**src/rtl/sat_pkg.sv**
```systemverilog
// Shared constants for the GPS L1 C/A channel blocks (sat_chan transmit, sat_corr receive).
// Holds the PRN tap-pair table, epoch length and the complex sample type.
package sat_pkg;

   localparam int CHIPS_PER_EPOCH = 1023;
   localparam int SAMP_W_DEF      = 16;

   typedef struct packed {
      logic signed [SAMP_W_DEF-1:0] re;
      logic signed [SAMP_W_DEF-1:0] im;
   } cplx_samp_t;

   // G2 phase-selector tap pairs {s1,s2} for PRN 1..32, one nibble each, index = PRN-1.
   localparam logic [7:0] PRN_TAPS [32] = '{
      8'h26, 8'h37, 8'h48, 8'h59, 8'h19, 8'h2A, 8'h18, 8'h29,
      8'h3A, 8'h23, 8'h34, 8'h56, 8'h67, 8'h78, 8'h89, 8'h9A,
      8'h14, 8'h25, 8'h36, 8'h47, 8'h58, 8'h69, 8'h13, 8'h46,
      8'h57, 8'h68, 8'h79, 8'h8A, 8'h16, 8'h27, 8'h38, 8'h49
   };

endpackage

```
**src/rtl/ca_gen.sv**
```systemverilog
// GPS C/A code generator: G1/G2 ten-stage LFSRs with PRN tap selection.
// Chip is 0 for an out-of-range PRN so the caller sees an unmodulated +1 code.
module ca_gen
   import sat_pkg::*;
(
   input  logic       clk,
   input  logic       reset_n,
   input  logic       i_clear,
   input  logic [5:0] i_prn,
   input  logic       i_step,
   input  logic       i_reload,
   output logic       o_chip
);

   logic [10:1] r_g1;
   logic [10:1] r_g2;
   logic        w_prn_ok;
   logic [7:0]  w_taps;
   logic [3:0]  w_s1;
   logic [3:0]  w_s2;
   logic        w_g1_fb;
   logic        w_g2_fb;

   assign w_prn_ok = (i_prn >= 6'd1) && (i_prn <= 6'd32);
   assign w_taps   = w_prn_ok ? PRN_TAPS[5'(i_prn - 6'd1)] : 8'h11;
   assign w_s1     = w_taps[7:4];
   assign w_s2     = w_taps[3:0];

   assign w_g1_fb  = r_g1[3] ^ r_g1[10];
   assign w_g2_fb  = r_g2[2] ^ r_g2[3] ^ r_g2[6] ^ r_g2[8] ^ r_g2[9] ^ r_g2[10];

   assign o_chip   = w_prn_ok & (r_g1[10] ^ r_g2[w_s1] ^ r_g2[w_s2]);

   always_ff @(posedge clk or negedge reset_n) begin
      if (!reset_n) begin
         r_g1 <= '1;
         r_g2 <= '1;
      end else if (i_clear || i_reload) begin
         r_g1 <= '1;
         r_g2 <= '1;
      end else if (i_step) begin
         r_g1 <= {r_g1[9:1], w_g1_fb};
         r_g2 <= {r_g2[9:1], w_g2_fb};
      end
   end

endmodule

```
**src/rtl/sat_corr.sv**
```systemverilog
// GPS L1 C/A receive channel: carrier wipe-off, prompt despread and per-epoch I/Q integrate-and-dump.
// Pipeline: mix/despread register -> accumulate -> dump, so corr_valid trails the last epoch sample by 2 cycles.
module sat_corr
   import sat_pkg::*;
#(
   parameter int SAMP_W  = 16,
   parameter int ACC_W   = 32,
   parameter int EPOCH_W = 16
)
(
   input  logic                     clk,
   input  logic                     reset_n,
   input  logic                     enable,
   input  logic                     sample_valid,
   input  logic signed [SAMP_W-1:0] real_in,
   input  logic signed [SAMP_W-1:0] imag_in,
   input  logic [31:0]              freq,
   input  logic [31:0]              code_freq,
   input  logic [5:0]               ca_sel,
   output logic                     prompt_chip,
   output logic signed [ACC_W-1:0]  corr_i,
   output logic signed [ACC_W-1:0]  corr_q,
   output logic                     corr_valid,
   output logic [EPOCH_W-1:0]       epoch_cnt
);

   localparam int MIX_W = SAMP_W + 1;

   logic                    r_started;
   logic [5:0]              r_prn;
   logic [31:0]             r_carr;
   logic [31:0]             r_code;
   logic [9:0]              r_chip_cnt;
   logic                    r_mix_vld;
   logic                    r_mix_eoe;
   logic signed [MIX_W-1:0] r_mix_i;
   logic signed [MIX_W-1:0] r_mix_q;
   logic signed [ACC_W-1:0] r_acc_i;
   logic signed [ACC_W-1:0] r_acc_q;
   logic                    r_dump_pend;

   logic                    w_accept;
   logic [5:0]              w_prn;
   logic [32:0]             w_code_sum;
   logic                    w_tick;
   logic                    w_eoe;
   logic                    w_chip;
   logic signed [MIX_W-1:0] w_i;
   logic signed [MIX_W-1:0] w_q;
   logic signed [MIX_W-1:0] w_rot_i;
   logic signed [MIX_W-1:0] w_rot_q;
   logic signed [MIX_W-1:0] w_dsp_i;
   logic signed [MIX_W-1:0] w_dsp_q;
   logic signed [ACC_W-1:0] w_ext_i;
   logic signed [ACC_W-1:0] w_ext_q;

   assign w_accept   = enable & sample_valid;
   // PRN is taken straight from ca_sel on the first enabled cycle, then from the latched copy.
   assign w_prn      = (reset_n & enable) ? (r_started ? r_prn : ca_sel) : 6'd0;
   assign w_code_sum = {1'b0, r_code} + {1'b0, code_freq};
   assign w_tick     = w_accept & w_code_sum[32];
   assign w_eoe      = w_tick & (r_chip_cnt == 10'(CHIPS_PER_EPOCH - 1));

   ca_gen u_ca_gen (
      .clk      (clk),
      .reset_n  (reset_n),
      .i_clear  (!enable),
      .i_prn    (w_prn),
      .i_step   (w_tick),
      .i_reload (w_eoe),
      .o_chip   (w_chip)
   );

   assign prompt_chip = w_chip;

   assign w_i = {real_in[SAMP_W-1], real_in};
   assign w_q = {imag_in[SAMP_W-1], imag_in};

   always_comb begin
      w_rot_i = w_i;
      w_rot_q = w_q;
      unique case (r_carr[31:30])
         2'd0: begin w_rot_i = w_i;  w_rot_q = w_q;  end
         2'd1: begin w_rot_i = w_q;  w_rot_q = -w_i; end
         2'd2: begin w_rot_i = -w_i; w_rot_q = -w_q; end
         2'd3: begin w_rot_i = -w_q; w_rot_q = w_i;  end
      endcase
   end

   assign w_dsp_i = w_chip ? -w_rot_i : w_rot_i;
   assign w_dsp_q = w_chip ? -w_rot_q : w_rot_q;

   always_ff @(posedge clk or negedge reset_n) begin
      if (!reset_n) begin
         r_started  <= 1'b0;
         r_prn      <= '0;
         r_carr     <= '0;
         r_code     <= '0;
         r_chip_cnt <= '0;
         r_mix_vld  <= 1'b0;
         r_mix_eoe  <= 1'b0;
         r_mix_i    <= '0;
         r_mix_q    <= '0;
      end else if (!enable) begin
         r_started  <= 1'b0;
         r_prn      <= '0;
         r_carr     <= '0;
         r_code     <= '0;
         r_chip_cnt <= '0;
         r_mix_vld  <= 1'b0;
         r_mix_eoe  <= 1'b0;
         r_mix_i    <= '0;
         r_mix_q    <= '0;
      end else begin
         if (!r_started) begin
            r_started <= 1'b1;
            r_prn     <= ca_sel;
         end
         r_mix_vld <= w_accept;
         r_mix_eoe <= w_eoe;
         if (w_accept) begin
            r_mix_i <= w_dsp_i;
            r_mix_q <= w_dsp_q;
            r_carr  <= r_carr + freq;
            r_code  <= w_code_sum[31:0];
            if (w_tick) begin
               r_chip_cnt <= w_eoe ? 10'd0 : r_chip_cnt + 10'd1;
            end
         end
      end
   end

   assign w_ext_i = {{(ACC_W-MIX_W){r_mix_i[MIX_W-1]}}, r_mix_i};
   assign w_ext_q = {{(ACC_W-MIX_W){r_mix_q[MIX_W-1]}}, r_mix_q};

   // On a dump the next epoch's first sample seeds the accumulator so nothing is lost.
   always_ff @(posedge clk or negedge reset_n) begin
      if (!reset_n) begin
         r_acc_i     <= '0;
         r_acc_q     <= '0;
         r_dump_pend <= 1'b0;
         corr_i      <= '0;
         corr_q      <= '0;
         corr_valid  <= 1'b0;
         epoch_cnt   <= '0;
      end else if (!enable) begin
         r_acc_i     <= '0;
         r_acc_q     <= '0;
         r_dump_pend <= 1'b0;
         corr_i      <= '0;
         corr_q      <= '0;
         corr_valid  <= 1'b0;
         epoch_cnt   <= '0;
      end else begin
         r_dump_pend <= r_mix_vld & r_mix_eoe;
         corr_valid  <= r_dump_pend;
         if (r_dump_pend) begin
            corr_i    <= r_acc_i;
            corr_q    <= r_acc_q;
            epoch_cnt <= epoch_cnt + EPOCH_W'(1);
            r_acc_i   <= r_mix_vld ? w_ext_i : '0;
            r_acc_q   <= r_mix_vld ? w_ext_q : '0;
         end else if (r_mix_vld) begin
            r_acc_i   <= r_acc_i + w_ext_i;
            r_acc_q   <= r_acc_q + w_ext_q;
         end
      end
   end

endmodule

```
**config.mk**
```make
export PLATFORM = sky130hd
export DESIGN_NAME = sat_corr
export DESIGN_NICKNAME = d
export VERILOG_FILES = /design/src/rtl/sat_pkg.sv /design/src/rtl/ca_gen.sv /design/src/rtl/sat_corr.sv
export SDC_FILE = /design/constraint.sdc
export NUM_CORES = 1
export LEC_CHECK = 0
export CAP_MARGIN = 40
export CORE_MARGIN = 3
export CORE_UTILIZATION = 40
export DETAILED_ROUTE_END_ITERATION = 10
export PLACE_DENSITY = 0.67
export SLEW_MARGIN = 30
export SYNTH_ARGS = -nofsm -noshare
export SYNTH_HDL_FRONTEND = slang
export SYNTH_SLANG_ARGS = --single-unit
```
**constraint.sdc**
```tcl
create_clock -name clk -period 4.4 [get_ports clk]
set_input_delay 0.66 -clock clk [delete_from_list [all_inputs] [get_ports clk]]
set_output_delay 0.66 -clock clk [all_outputs]
set_load 0.005 [all_outputs]
```
# Word-level counts from Yosys, hierarchy flattened
# Memories as Yosys holds them, arrays and structs flattened.
# Cells that the tools add are included.
# op_classes
add_sub_neg	11
n_lt_le_gt_ge	5
n_eq_ne	8
n_mux	49
n_bitwise	15
n_reduce_logical	6
# ops
operator	n
32-bit two-way mux	16
17-bit one-hot mux with 4 select lines	2
17-bit two-way mux	6
10-bit two-way mux	8
32-bit by 17-bit adder with 32-bit output	2
16-bit negator with 17-bit output	2
17-bit negator	2
32-bit by 32-bit adder with 33-bit output	1
32-bit adder	1
16-bit two-way mux	2
8-bit two-way mux	3
6-bit two-way mux	3
16-bit by 1-bit adder with 16-bit output, second input constant	1
10-bit by 1-bit adder with 10-bit output, second input constant	1
10-bit == test, second input constant	1
4-bit by 5-bit < comparator with 1-bit output, second input constant	2
1-bit binary-select mux with 4-bit select	2
1-bit bitwise XOR	8
1-bit two-way mux	7
1-bit bitwise AND	6
6-bit by 1-bit >= comparator with 1-bit output, second input constant	1
6-bit >= comparator, second input constant	1
6-bit less-or-equal comparator, second input constant	1
2-bit by 1-bit != test with 1-bit output, second input constant	3
11 further kinds	12
# word_totals
reg_bits	283
rom_bits	256
out_inout_bits	82
n_memories	1
# memory_table
memory	depth	word_bits	rd	rd_clocked_by_memory_dff	wr	line	source
(no name shown)	32	8	1	0	0	ca_gen.sv:25	assign w_taps = w_prn_ok ? PRN_TAPS[5'(i_prn - 6'd1)] : 8'h11;

# Logic depth before layout (Yosys ltp)
# Gate-level depths: netlist of the first run.
# depth
ltp_word	16
ltp_mapped	23
ltp_nobuf	18

# Hierarchy
# A second synthesis of the first run with hierarchy kept.
# unflattened
hier_cells	2465
hier_area_um2	21574.4
# modules_own_cells
module	n_inst	cells_each	area_per_inst_um2
sat_corr	1	2196	19293.5
ca_gen	1	269	2280.9

# Worst setup path after synthesis of the first run
# No wires, ideal clock.
# synth_timing
path_type	in2out
from	in reset_n
to	out prompt_chip
arrival_time_ps	4113
slack_ps	-373
stages	20
path_buffers	5
cell_sequence	and2_1 > buf_2 > nand2_1 > ha_1 > buf_2 > inv_1 > clkbuf_1 > nor2_1 > a32o_1 > o41ai_2 > nor2_1 > mux2i_1 > a2111o_1 > a21o_1 > nand2_4 > xor2_4 > nand2_4 > clkinv_2 > buf_6 > buf_4
# synth_between
elab_chain_len	13
elab_cells_between_ends	18
cone_classes	add/sub: 1; order compare: 2; mux: 8; bitwise: 5; reduce/logical: 1; memory: 1
# synth_rtl
element	line	source
from (decl)	sat_corr.sv:12	input logic reset_n,
1-bit bitwise AND *	sat_corr.sv:59	assign w_prn = (reset_n & enable) ? (r_started ? r_prn : ca_sel) : 6'd0;
6-bit two-way mux *	sat_corr.sv:59	
5-bit by 1-bit subtractor with 5-bit output	ca_gen.sv:25	
5-bit inverter with 6-bit output (implied by the code)	ca_gen.sv:25	
memory 32 x 8 bit	n/a	
8-bit two-way mux (implied by the code) (2 in series)	ca_gen.sv:25	
8-bit two-way mux	ca_gen.sv:25	
1-bit binary-select mux with 4-bit select	ca_gen.sv:32	assign o_chip = w_prn_ok & (r_g1[10] ^ r_g2[w_s1] ^ r_g2[w_s2]);
1-bit two-way mux (implied by the code)	ca_gen.sv:32	
1-bit bitwise XOR (2 in series)	ca_gen.sv:32	
1-bit bitwise AND *	ca_gen.sv:32	
to (decl)	sat_corr.sv:20	output logic prompt_chip,
# Mark *: on every way between the ends. The rest lies on a longest branch, timed or not. The select of a mux whose other input is x is not followed.

# Worst setup path in the final report of the first run
# layout_timing
from	reg r_started
to	out prompt_chip
# layout_between
elab_chain_len	13
elab_cells_between_ends	18
cone_classes	add/sub: 1; order compare: 2; mux: 9; bitwise: 4; reduce/logical: 1; memory: 1
# layout_rtl
element	line	source
from (decl)	sat_corr.sv:29	logic r_started;
from (signal assigned)	sat_corr.sv:95	r_started <= 1'b0;
from (signal assigned)	sat_corr.sv:105	r_started <= 1'b0;
from (signal assigned)	sat_corr.sv:116	r_started <= 1'b1;
6-bit two-way mux *	n/a	
6-bit two-way mux *	sat_corr.sv:59	
5-bit by 1-bit subtractor with 5-bit output	ca_gen.sv:25	
5-bit inverter with 6-bit output (implied by the code)	ca_gen.sv:25	
memory 32 x 8 bit	n/a	
8-bit two-way mux (implied by the code) (2 in series)	ca_gen.sv:25	
8-bit two-way mux	ca_gen.sv:25	
1-bit binary-select mux with 4-bit select	ca_gen.sv:32	
1-bit two-way mux (implied by the code)	ca_gen.sv:32	
1-bit bitwise XOR (2 in series)	ca_gen.sv:32	
1-bit bitwise AND *	ca_gen.sv:32	
# Marked as above.

==> results of run 1 <==
area by class of cell:
type	count	area share, %
Antenna cell	3	0.0281
Clock buffer	49	3.93
Clock inverter	15	0.931
Inverter	54	0.795
Multi-Input combinational cell	1946	51.5
Sequential cell	283	26.6
Tap cell	688	3.22
Timing Repair Buffer	379	13.0
metrics by stage:
stage	utilization (%)	area, um^2
floorplan	-	21500
global placement	47.6	25100
detailed placement	47.7	25200
CTS	50.4	26600
global route	50.7	26700
finish	50.7	26800
power by group through the flow:
| stage | logic [mW] | registers (mW) | clock network (mW) |
|---|---|---|---|
| 2_1_floorplan | 2.19 | 2.98 | 0 |
| 3_3_place_gp | 2.97 | 3.06 | 0 |
| 3_5_place_dp | 3.08 | 3.06 | 0 |
| 4_1_cts | 3.12 | 3.02 | 3.32 |
| 5_1_grt | 3.51 | 3.04 | 3.41 |
| 6_report | 3.17 | 3.01 | 3.24 |
worst max path at each step:
stage | slack (ps) | cells after the start | to
2_1_floorplan | 4 | 19 | prompt_chip
3_3_place_gp | -820 | 18 | prompt_chip
3_5_place_dp | -900 | 19 | prompt_chip
4_1_cts | -240 | 17 | prompt_chip
5_1_grt | -330 | 18 | prompt_chip
6_report | -190 | 17 | prompt_chip
state kept, by name (all words and copies together) (netlist names), 6 cells and up:
| signal | cells |
|---|---|
| corr_i | 32 |
| corr_q | 32 |
| epoch_cnt | 16 |
| r_acc_i | 32 |
| r_acc_q | 32 |
| r_carr | 32 |
| r_chip_cnt | 10 |
| r_code | 32 |
| r_mix_i | 17 |
| r_mix_q | 17 |
| r_prn | 6 |
| u_ca_gen.r_g1 | 10 |
| u_ca_gen.r_g2 | 10 |
cell families after synthesis:
logic type | after synthesis | synth area share [%]
AND/OR/NAND/NOR | 823 | 18.3
buffers and inverters | 173 | 3.31
multiplexers | 162 | 9.45
AO/OA/AOI/OAI | 681 | 21.4
flip-flops | 283 | 33.2
XOR/XNOR | 136 | 5.70
adder cells (fa/ha/maj) | 144 | 8.56
cells in the final DEF, fill, tap and decap left out, types with 49 or more instances in the layout:
master	n
sky130_fd_sc_hd__xnor2_1	84
sky130_fd_sc_hd__ha_1	135
sky130_fd_sc_hd__inv_1	49
sky130_fd_sc_hd__dfrtp_1	259
sky130_fd_sc_hd__nand2_1	186
sky130_fd_sc_hd__a21o_1	67
sky130_fd_sc_hd__xor2_1	50
sky130_fd_sc_hd__a21oi_1	143
sky130_fd_sc_hd__nand3_1	72
sky130_fd_sc_hd__clkdlybuf4s50_1	181
sky130_fd_sc_hd__mux2i_1	117
sky130_fd_sc_hd__o21ai_0	154
sky130_fd_sc_hd__buf_4	176
sky130_fd_sc_hd__nor2_1	307
metal layers:
metal / part of all wire, % / wire, um / track usage (%)
met3: 5.2 / 3200 / 3.76
met4: 1.9 / 1150 / 4.98
met1: 44 / 27200 / 27.9
met2: 48 / 29600 / 36.4
met5: 0.090 / 55 / 0
timing repair:
action,CTS,global route
pin swaps,17,13
gates resized for setup,27,19
buffers inserted,3,2
setup endpoints to repair,1,5
==> run summary, run 1 <==
- sky130_fd_sc_hd__dfrtp_1 — cell accounting for the most synthesized area
- 828 ps — measured slew at the worst slew-check pin
- 3.13 mW — Switch Pwr
- 8.90 um^2 — post-synthesis area per instance
- 0.0138 mm^2 — multi-input gate area in the final layout
- 3 — maximum buffer depth of the clock tree
- 34.4% — Clock Power Share
- 6.29 mW — Int Power
- 19.1k — via count of the first global-routing pass
- 9.42 mW — overall power
- 0.00711 mm^2 — area of all sequential standard cells
- 1133 — number of DRC markers in iteration 0
- 3417 — post-route non-filler standard cell count
- 2949 — post-layout net count
- 11.9 nW — Static Leakage
- 270 ps — Reg2Reg Setup Slack
- 3341 — Placed Cells
- 0.0214 mm^2 — combined area of all synthesized cells
- 19 — r2r worst-path depth
- 0 — leftover overflow at the end of global routing
- yes — clock tree from TritonCTS
- 0 — number of hold-repair buffers added at the cts stage
- 0 — number of synthesized flops with an enable pin
- 21.2% — overall fraction of global-route tracks in use
- 440 ps — CP peak stage delay
- sky130_fd_sc_hd__dfrtp_1 — dominant synthesized flop cell
- 4 — count of buffering cells on the critical path with inverters included
- 0 — final routed DRC violation total
- 30.8% — share of the synthesized area in the top cell type
- 0.218 GHz — highest achievable clock rate
- 45000 um — HPWL after detailed placement
- mux2_4 > nand2_4 > buf_4 > inv_1 > ha_1 > nor4_1 > a211o_1 > a22oi_1 > and4_4 > o311a_1 > a2111o_1 > a21o_1 > nand2_4 > xor2_4 > nand2_4 > clkinv_4 > buf_6 — cells along the critical path
- 32.0% — sequential fraction of design power
- 33.7% — logic gate share of total power
- sky130_fd_sc_hd__nor2_1 — leading cell type by number of instances after synthesis
- 14.4% — proportion of layout cells with a drive suffix above 1
- 3 — largest fanout on the critical path
- 61200 um — Total Routed Length
- r_mix_q[1] — capturing point of the worst reg2reg path
- sky130_fd_sc_hd__dfrtp_2 — Slowest cell on crit path
- 98800 um — global-route wire length before repair
- 2651 — synthesized netlist net count
- r_started — Critical path origin
- sky130_fd_sc_hd__dfrtp_1 31%, sky130_fd_sc_hd__ha_1 8.1%, sky130_fd_sc_hd__mux2i_1 5.5% — top post-synthesis cells by area
- 0 — endpoints failing hold
- 100% — asr flop ratio synth
- 25.2% — synthesis-to-finish area growth
- 310 x sky130_fd_sc_hd__nor2_1, 263 x sky130_fd_sc_hd__dfrtp_1, 188 x sky130_fd_sc_hd__nand2_1 — most numerous cell types in the synthesized netlist
- primary output — Worst Setup End Kind
- sky130_fd_sc_hd__nand2_4 — Crit path top cell by count
- 33.6 ps — Final Hold Slack
- true — setup repair after global routing missed its margin
- 4590 ps — Tmin final
- 0.905 — GPL Wtd Cong
- -187 ps — Setup WS post-layout
- 2 — H-Tree Depth
- 0.0528 mm^2 — area of the core
- sky130_fd_sc_hd__clkbuf_16 — clock root buffer
- complete, but fails checks — status
- 237 um — die width
- 104% — final period utilization
- 44.8% — Rel. slew slack
- 550 ps — worst-skew pair later-pin latency
- -187 ps — total negative slack for setup checks
- 7 — antenna violations before repair
- 5.71 — Via-to-Cell Ratio
- 6 — number of iterations in the first detailed-routing pass
- 0 — YS warnings
- 0 — max_cap viols
- compound AO/OA/AOI/OAI gates — gate family responsible for the most delay along the worst path
- 0 — number of max-slew violations in the final report
- 22.4 ps — final worst clock skew
- 4816 — final-layout fill cell count
- 40.5% — starting utilization of the core area
- 1 — final setup vio count
- 60 ps — CTS clock-pin slew for the worst setup and hold paths
- 237 um — die height
- 19.5k — total via count in the routed design
- 33.2% — proportion of total power due to net switching
- r_started — startpoint of the lowest-slack register-to-register path
- negative setup slack — violated checks
- 188 — number of top-level pins
- 3930 ps — arrival time of data at the critical path endpoint
- 0.284 mV — Max rail drop VDD
- 283 — register bit count reported by yosys
- 33.2% — sequential element share of the synthesized area
- 145 — maximum number of pins on one net before global-route repair
- 3740 ps — endpoint required time on the critical path
- 187 — count of port buffers added during placement
- 84 — count of standard-cell rows
- 352 mW/mm^2 — power per cell area
- register to primary output — CP Class
- 105 — count of distinct cell types in the synthesized netlist
- register — CP Launch Type
- 283 — clock sink count
- 0.0562 mm^2 — Die Outline Area
- 17.9 um — average detailed-routed wire length per instance
- 36 — number of clock buffers inserted by TritonCTS
- 0 — final antenna-violating net count
- 2402 — count of mapped cells out of synthesis
- -896 ps — pre-CTS setup slack
- input pin to asynchronous set/reset pin — min-delay worst type
(Power assumes the default switching activity.)
==> inputs of run 2 (changes only) <==
- CAP_MARGIN: 40 -> not set
==> run 2 against run 1 <==
The flow still finishes with violations (negative setup slack). Setup slack worse by 4.2 ps. Critical endpoint unchanged. Largest power group is now combinational logic. Clock power is 5% lower. Sequential power hardly changed. Maximum frequency hardly changed.
==> run summary, run 2 (synthesis gave the netlist of run 1 again) <==
- 145 — maximum number of pins on one net before global-route repair
- 0.00711 mm^2 — area of all sequential standard cells
- 33.7% — proportion of total power due to net switching
- 21.4% — overall fraction of global-route tracks in use
- 2939 — post-layout net count
- 61000 um — Total Routed Length
- 0 — final routed DRC violation total
- 0.0562 mm^2 — Die Outline Area
- 17.9 um — average detailed-routed wire length per instance
- complete, but fails checks — status
- 0.271 mV — Max rail drop VDD
- 348 mW/mm^2 — power per cell area
- 50.1% — utilization of the core after routing
- sky130_fd_sc_hd__clkbuf_16 — clock root buffer
- 4590 ps — Tmin final
- 7 — antenna violations before repair
- 11.8 nW — Static Leakage
- -191 ps — Setup WS post-layout
- 33.4% — Clock Power Share
- 0.0137 mm^2 — multi-input gate area in the final layout
- r_started — startpoint of the lowest-slack register-to-register path
- register to primary output — CP Class
- 104% — final period utilization
- 283 — clock sink count
- 3407 — post-route non-filler standard cell count
- 3 — maximum buffer depth of the clock tree
- 6.11 mW — Int Power
- 237 um — die width
- 23.8% — synthesis-to-finish area growth
- 20.1 ps — final worst clock skew
- 237 um — die height
- 20 — r2r worst-path depth
- input pin to asynchronous set/reset pin — min-delay worst type
- 0.905 — GPL Wtd Cong
- 3336 — Placed Cells
- 0 — final antenna-violating net count
- 0.0528 mm^2 — area of the core
- 0 — endpoints failing hold
- 19.5k — total via count in the routed design
- 36 — number of clock buffers inserted by TritonCTS
- sky130_fd_sc_hd__nor2_1 — most common cell after layout, fill and taps aside
- 4867 — final-layout fill cell count
- 927 ps — measured slew at the worst slew-check pin
- 33.8% — logic gate share of total power
- 2 — H-Tree Depth
- negative setup slack — violated checks
- 38.4 ps — Final Hold Slack
- 5 — number of iterations in the first detailed-routing pass
- 188 — number of top-level pins
- 0.218 GHz — highest achievable clock rate
- primary output — Worst Setup End Kind
- 0 — leftover overflow at the end of global routing
- 13.6% — proportion of layout cells with a drive suffix above 1
- 1247 — number of DRC markers in iteration 0
- 308 x sky130_fd_sc_hd__nor2_1, 260 x sky130_fd_sc_hd__dfrtp_1, 186 x sky130_fd_sc_hd__nand2_1 — commonest non-fill, non-tap cells in the layout
- 84 — count of standard-cell rows
- 1 — final setup vio count
- 0 — number of max-slew violations in the final report
- 38.2% — Rel. slew slack
- 5.72 — Via-to-Cell Ratio
- 3.10 mW — Switch Pwr
- 230 ps — Reg2Reg Setup Slack
- 19.3k — via count of the first global-routing pass
- register — CP Launch Type
- 3740 ps — endpoint required time on the critical path
- 44600 um — HPWL after detailed placement
- 550 ps — worst-skew pair later-pin latency
- 5 — largest fanout on the critical path
- 187 — count of port buffers added during placement
- true — setup repair after global routing missed its margin
- 3930 ps — arrival time of data at the critical path endpoint
- 9.21 mW — overall power
- 60 ps — CTS clock-pin slew for the worst setup and hold paths
- 40.5% — starting utilization of the core area
- yes — clock tree from TritonCTS
- 32.8% — sequential fraction of design power
- 99800 um — global-route wire length before repair
- r_mix_q[1] — capturing point of the worst reg2reg path
- 0 — max_cap viols
run 2: power groups by stage:
stage	logic (mW)	clock network (mW)	registers (mW)
6_report	3.11	3.08	3.03
4_1_cts	3.10	3.17	3.02
5_1_grt	3.45	3.26	3.05
2_1_floorplan	2.19	0	2.98
3_3_place_gp	2.97	0	3.06
3_5_place_dp	3.07	0	3.07
run 2: timing repair:
action / in CTS / in global routing
resized for setup: 25 / 4
hold buffers: 0 / 0
buffers inserted: 4 / 0
endpoints found under the setup margin: 1 / 4
pin swaps: 18 / 2
run 2: worst max path at each step:
stage / depth (start not counted) / slack, ps / end / from
floorplan: 19 / 4 / prompt_chip / reset_n
global placement: 18 / -820 / prompt_chip / enable
detailed placement: 18 / -900 / prompt_chip / enable
CTS: 17 / -230 / prompt_chip / r_started
global route: 16 / -380 / prompt_chip / r_started
finish: 18 / -190 / prompt_chip / r_started
run 2: critical path, cell delays in order (launching register included):
cell                       delay, ps
sky130_fd_sc_hd__dfrtp_1         430
sky130_fd_sc_hd__mux2_4          360
sky130_fd_sc_hd__nand2_8         100
sky130_fd_sc_hd__buf_12          100
sky130_fd_sc_hd__inv_2            30
sky130_fd_sc_hd__buf_4           150
sky130_fd_sc_hd__ha_1            210
sky130_fd_sc_hd__nand3_1          90
sky130_fd_sc_hd__o31ai_1          90
sky130_fd_sc_hd__a32oi_2         290
sky130_fd_sc_hd__a41oi_1         180
sky130_fd_sc_hd__a2111o_1        400
sky130_fd_sc_hd__o211ai_1        130
sky130_fd_sc_hd__a211o_1         130
sky130_fd_sc_hd__and4_4          260
sky130_fd_sc_hd__xor2_4          180
sky130_fd_sc_hd__nand2_4         100
sky130_fd_sc_hd__clkinv_4         50
sky130_fd_sc_hd__buf_6            90
run 2: area by class of cell:
type	instances	share of cell area (%)
multi-input combinational	1946	51.8
sequential	283	26.9
timing repair buffer	369	12.6
clock buffer	47	3.75
tap	688	3.25
clock inverter	16	0.856
inverter	54	0.804
antenna	4	0.0378
run 2: per-layer routing:
| layer | GRT usage, % | vias to the layer above | routed length, um |
|---|---|---|---|
| met4 | 5.75 | 8 | 1180 |
| met5 | 0 | - | 59 |
| met3 | 3.76 | 89 | 3170 |
| met2 | 36.5 | 445 | 29500 |
| met1 | 28.0 | 9486 | 27100 |
| li1 | - | 9475 | - |
run 2: through the flow:
| step | setup WS [ps] | area [um^2] | TNS (ps) |
|---|---|---|---|
| 3_3_place_gp | -823 | 25100 | -8010 |
| 6_report | -191 | 26500 | -191 |
| 5_1_grt | -378 | 26400 | -378 |
| 3_5_place_dp | -897 | 25100 | -11140 |
| 4_1_cts | -232 | 26400 | -232 |
| 2_1_floorplan | 3.94 | 21500 | 0 |
==> inputs of run 3 (changes only) <==
- CAP_MARGIN: not set -> 40
- PLACE_DENSITY: 0.67 -> 0.66
==> run 3 against run 2 <==
The run still ends with negative setup slack left. Clock-buffer cell count rose by 4. Hold slack improved by 0.64 ps. Core utilization rose by 0.40 points. Clock skew rose by 9.1 ps. Largest power group is now clock. Highest routed layer unchanged. Non-clock buffer count rose by 4.
==> run summary, run 3 (synthesis gave the netlist of run 1 again) <==
- complete, but fails checks — status
- negative setup slack — violated checks
- -178 ps — total negative slack for setup checks
- 19.3k — via count of the first global-routing pass
- 0.0138 mm^2 — multi-input gate area in the final layout
- 237 um — die height
- 3412 — post-route non-filler standard cell count
- 4 — count of buffering cells on the critical path with inverters included
- 2944 — post-layout net count
- register — CP Launch Type
- input pin to asynchronous set/reset pin — min-delay worst type
- 4580 ps — Tmin final
- 4833 — final-layout fill cell count
- 40.5% — starting utilization of the core area
- 99000 um — global-route wire length before repair
- 307 x sky130_fd_sc_hd__nor2_1, 259 x sky130_fd_sc_hd__dfrtp_1, 187 x sky130_fd_sc_hd__nand2_1 — commonest non-fill, non-tap cells in the layout
- 0.0562 mm^2 — Die Outline Area
- 24.8% — synthesis-to-finish area growth
- 237 um — die width
- 350 mW/mm^2 — power per cell area
- primary output — Worst Setup End Kind
- 0.00711 mm^2 — area of all sequential standard cells
- 2 — H-Tree Depth
- 60 ps — CTS clock-pin slew for the worst setup and hold paths
- 104% — final period utilization
- 1264 — number of DRC markers in iteration 0
- 84 — count of standard-cell rows
- sky130_fd_sc_hd__dfrtp_2 — Slowest cell on crit path
- 0.218 GHz — highest achievable clock rate
- 283 — clock sink count
- 3920 ps — arrival time of data at the critical path endpoint
- 864 ps — measured slew at the worst slew-check pin
- 3328 — Placed Cells
- 188 — number of top-level pins
- compound AO/OA/AOI/OAI gates — gate family responsible for the most delay along the worst path
- 60400 um — Total Routed Length
- mux2_4 > nand2_8 > ha_4 > buf_6 > a21oi_1 > a41oi_1 > o31ai_1 > buf_2 > a31oi_4 > mux2i_1 > o2bb2ai_1 > a22oi_1 > and4_4 > xor2_4 > nand2_4 > clkinv_4 > buf_4 — cells along the critical path
- 0.0528 mm^2 — area of the core
- 187 — count of port buffers added during placement
- 0 — leftover overflow at the end of global routing
- 9 — antenna violations before repair
- 11 — largest fanout on the critical path
- sky130_fd_sc_hd__nor2_1 — most common cell after layout, fill and taps aside
- 1 — final setup vio count
- -912 ps — pre-CTS setup slack
- 0 — number of hold-repair buffers added at the cts stage
- 7 — number of iterations in the first detailed-routing pass
- 44400 um — HPWL after detailed placement
- 0 — number of max-slew violations in the final report
- 5.72 — Via-to-Cell Ratio
- true — setup repair after global routing missed its margin
- 0.888 — GPL Wtd Cong
- 17.7 um — average detailed-routed wire length per instance
- 29.2 ps — final worst clock skew
- 19.5k — total via count in the routed design
- 3740 ps — endpoint required time on the critical path
- 0 — final routed DRC violation total
- yes — clock tree from TritonCTS
- register to primary output — CP Class
- 560 ps — worst-skew pair later-pin latency
- 450 ps — CP peak stage delay
- 37 — number of clock buffers inserted by TritonCTS
- 0.281 mV — Max rail drop VDD
- 0 — final antenna-violating net count
- 148 — maximum number of pins on one net before global-route repair
- 0 — max_cap viols
- -178 ps — Setup WS post-layout
- sky130_fd_sc_hd__clkbuf_16 — clock root buffer
- 14.3% — proportion of layout cells with a drive suffix above 1
- 11.9 nW — Static Leakage
- 21.1% — overall fraction of global-route tracks in use
- 0 — endpoints failing hold
- 3 — maximum buffer depth of the clock tree
- 42.4% — Rel. slew slack
-- run 3: layer usage --
| metal | vias up | share of wire [%] | track usage (%) |
|---|---|---|---|
| li1 | 9506 | - | - |
| met1 | 9467 | 45 | 27.2 |
| met2 | 439 | 47 | 36.0 |
| met3 | 100 | 5.2 | 4.18 |
| met4 | 10 | 2.6 | 6.16 |
| met5 | - | 0.13 | 0 |
-- run 3: worst paths after layout --
kind	startpoint	slack [ps]	depth (start not counted)	end
setup / recovery	r_started	-180	17	prompt_chip
hold / removal	reset_n	40	2	r_prn[1]
setup reg to reg	r_acc_q[0]	190	15	r_acc_q[30]
hold reg to reg	r_carr[20]	490	2	r_carr[20]
max in group asynchronous	reset_n	2840	4	r_carr[30]
min in group clk	r_carr[20]	490	2	r_carr[20]
-- run 3: cell type report --
cell class                 count  area share, %
multi-input combinational   1946           51.7
timing repair buffer         373           12.7
clock buffer                  51           4.13
inverter                      54          0.798
antenna                        4         0.0375
clock inverter                13          0.676
tap                          688           3.23
sequential                   283           26.7
-- run 3: power breakdown --
part / leakage [nW] / switching (mW) / internal (mW)
combinational: 7.45 / 1.70 / 1.44
sequential: 3.79 / 0.208 / 2.81
clock: 0.631 / 1.23 / 1.94
-- run 3: through the flow --
step	hold slack [ps]	util [%]	total power [mW]	area, um^2
2_1_floorplan	364	-	5.17	21500
3_3_place_gp	477	47.3	6.02	25000
3_5_place_dp	483	47.4	6.11	25000
4_1_cts	18.3	50.3	9.40	26600
5_1_grt	47.1	50.5	9.89	26700
6_report	39.1	50.5	9.33	26700
-- run 3: repair_timing --
| item | CTS | global route |
|---|---|---|
| endpoints found under the hold margin | 0 | 0 |
| gates resized for setup | 36 | 10 |
| buffers inserted | 12 | 1 |
| endpoints found under the setup margin | 1 | 1 |
| pin swaps | 14 | 12 |
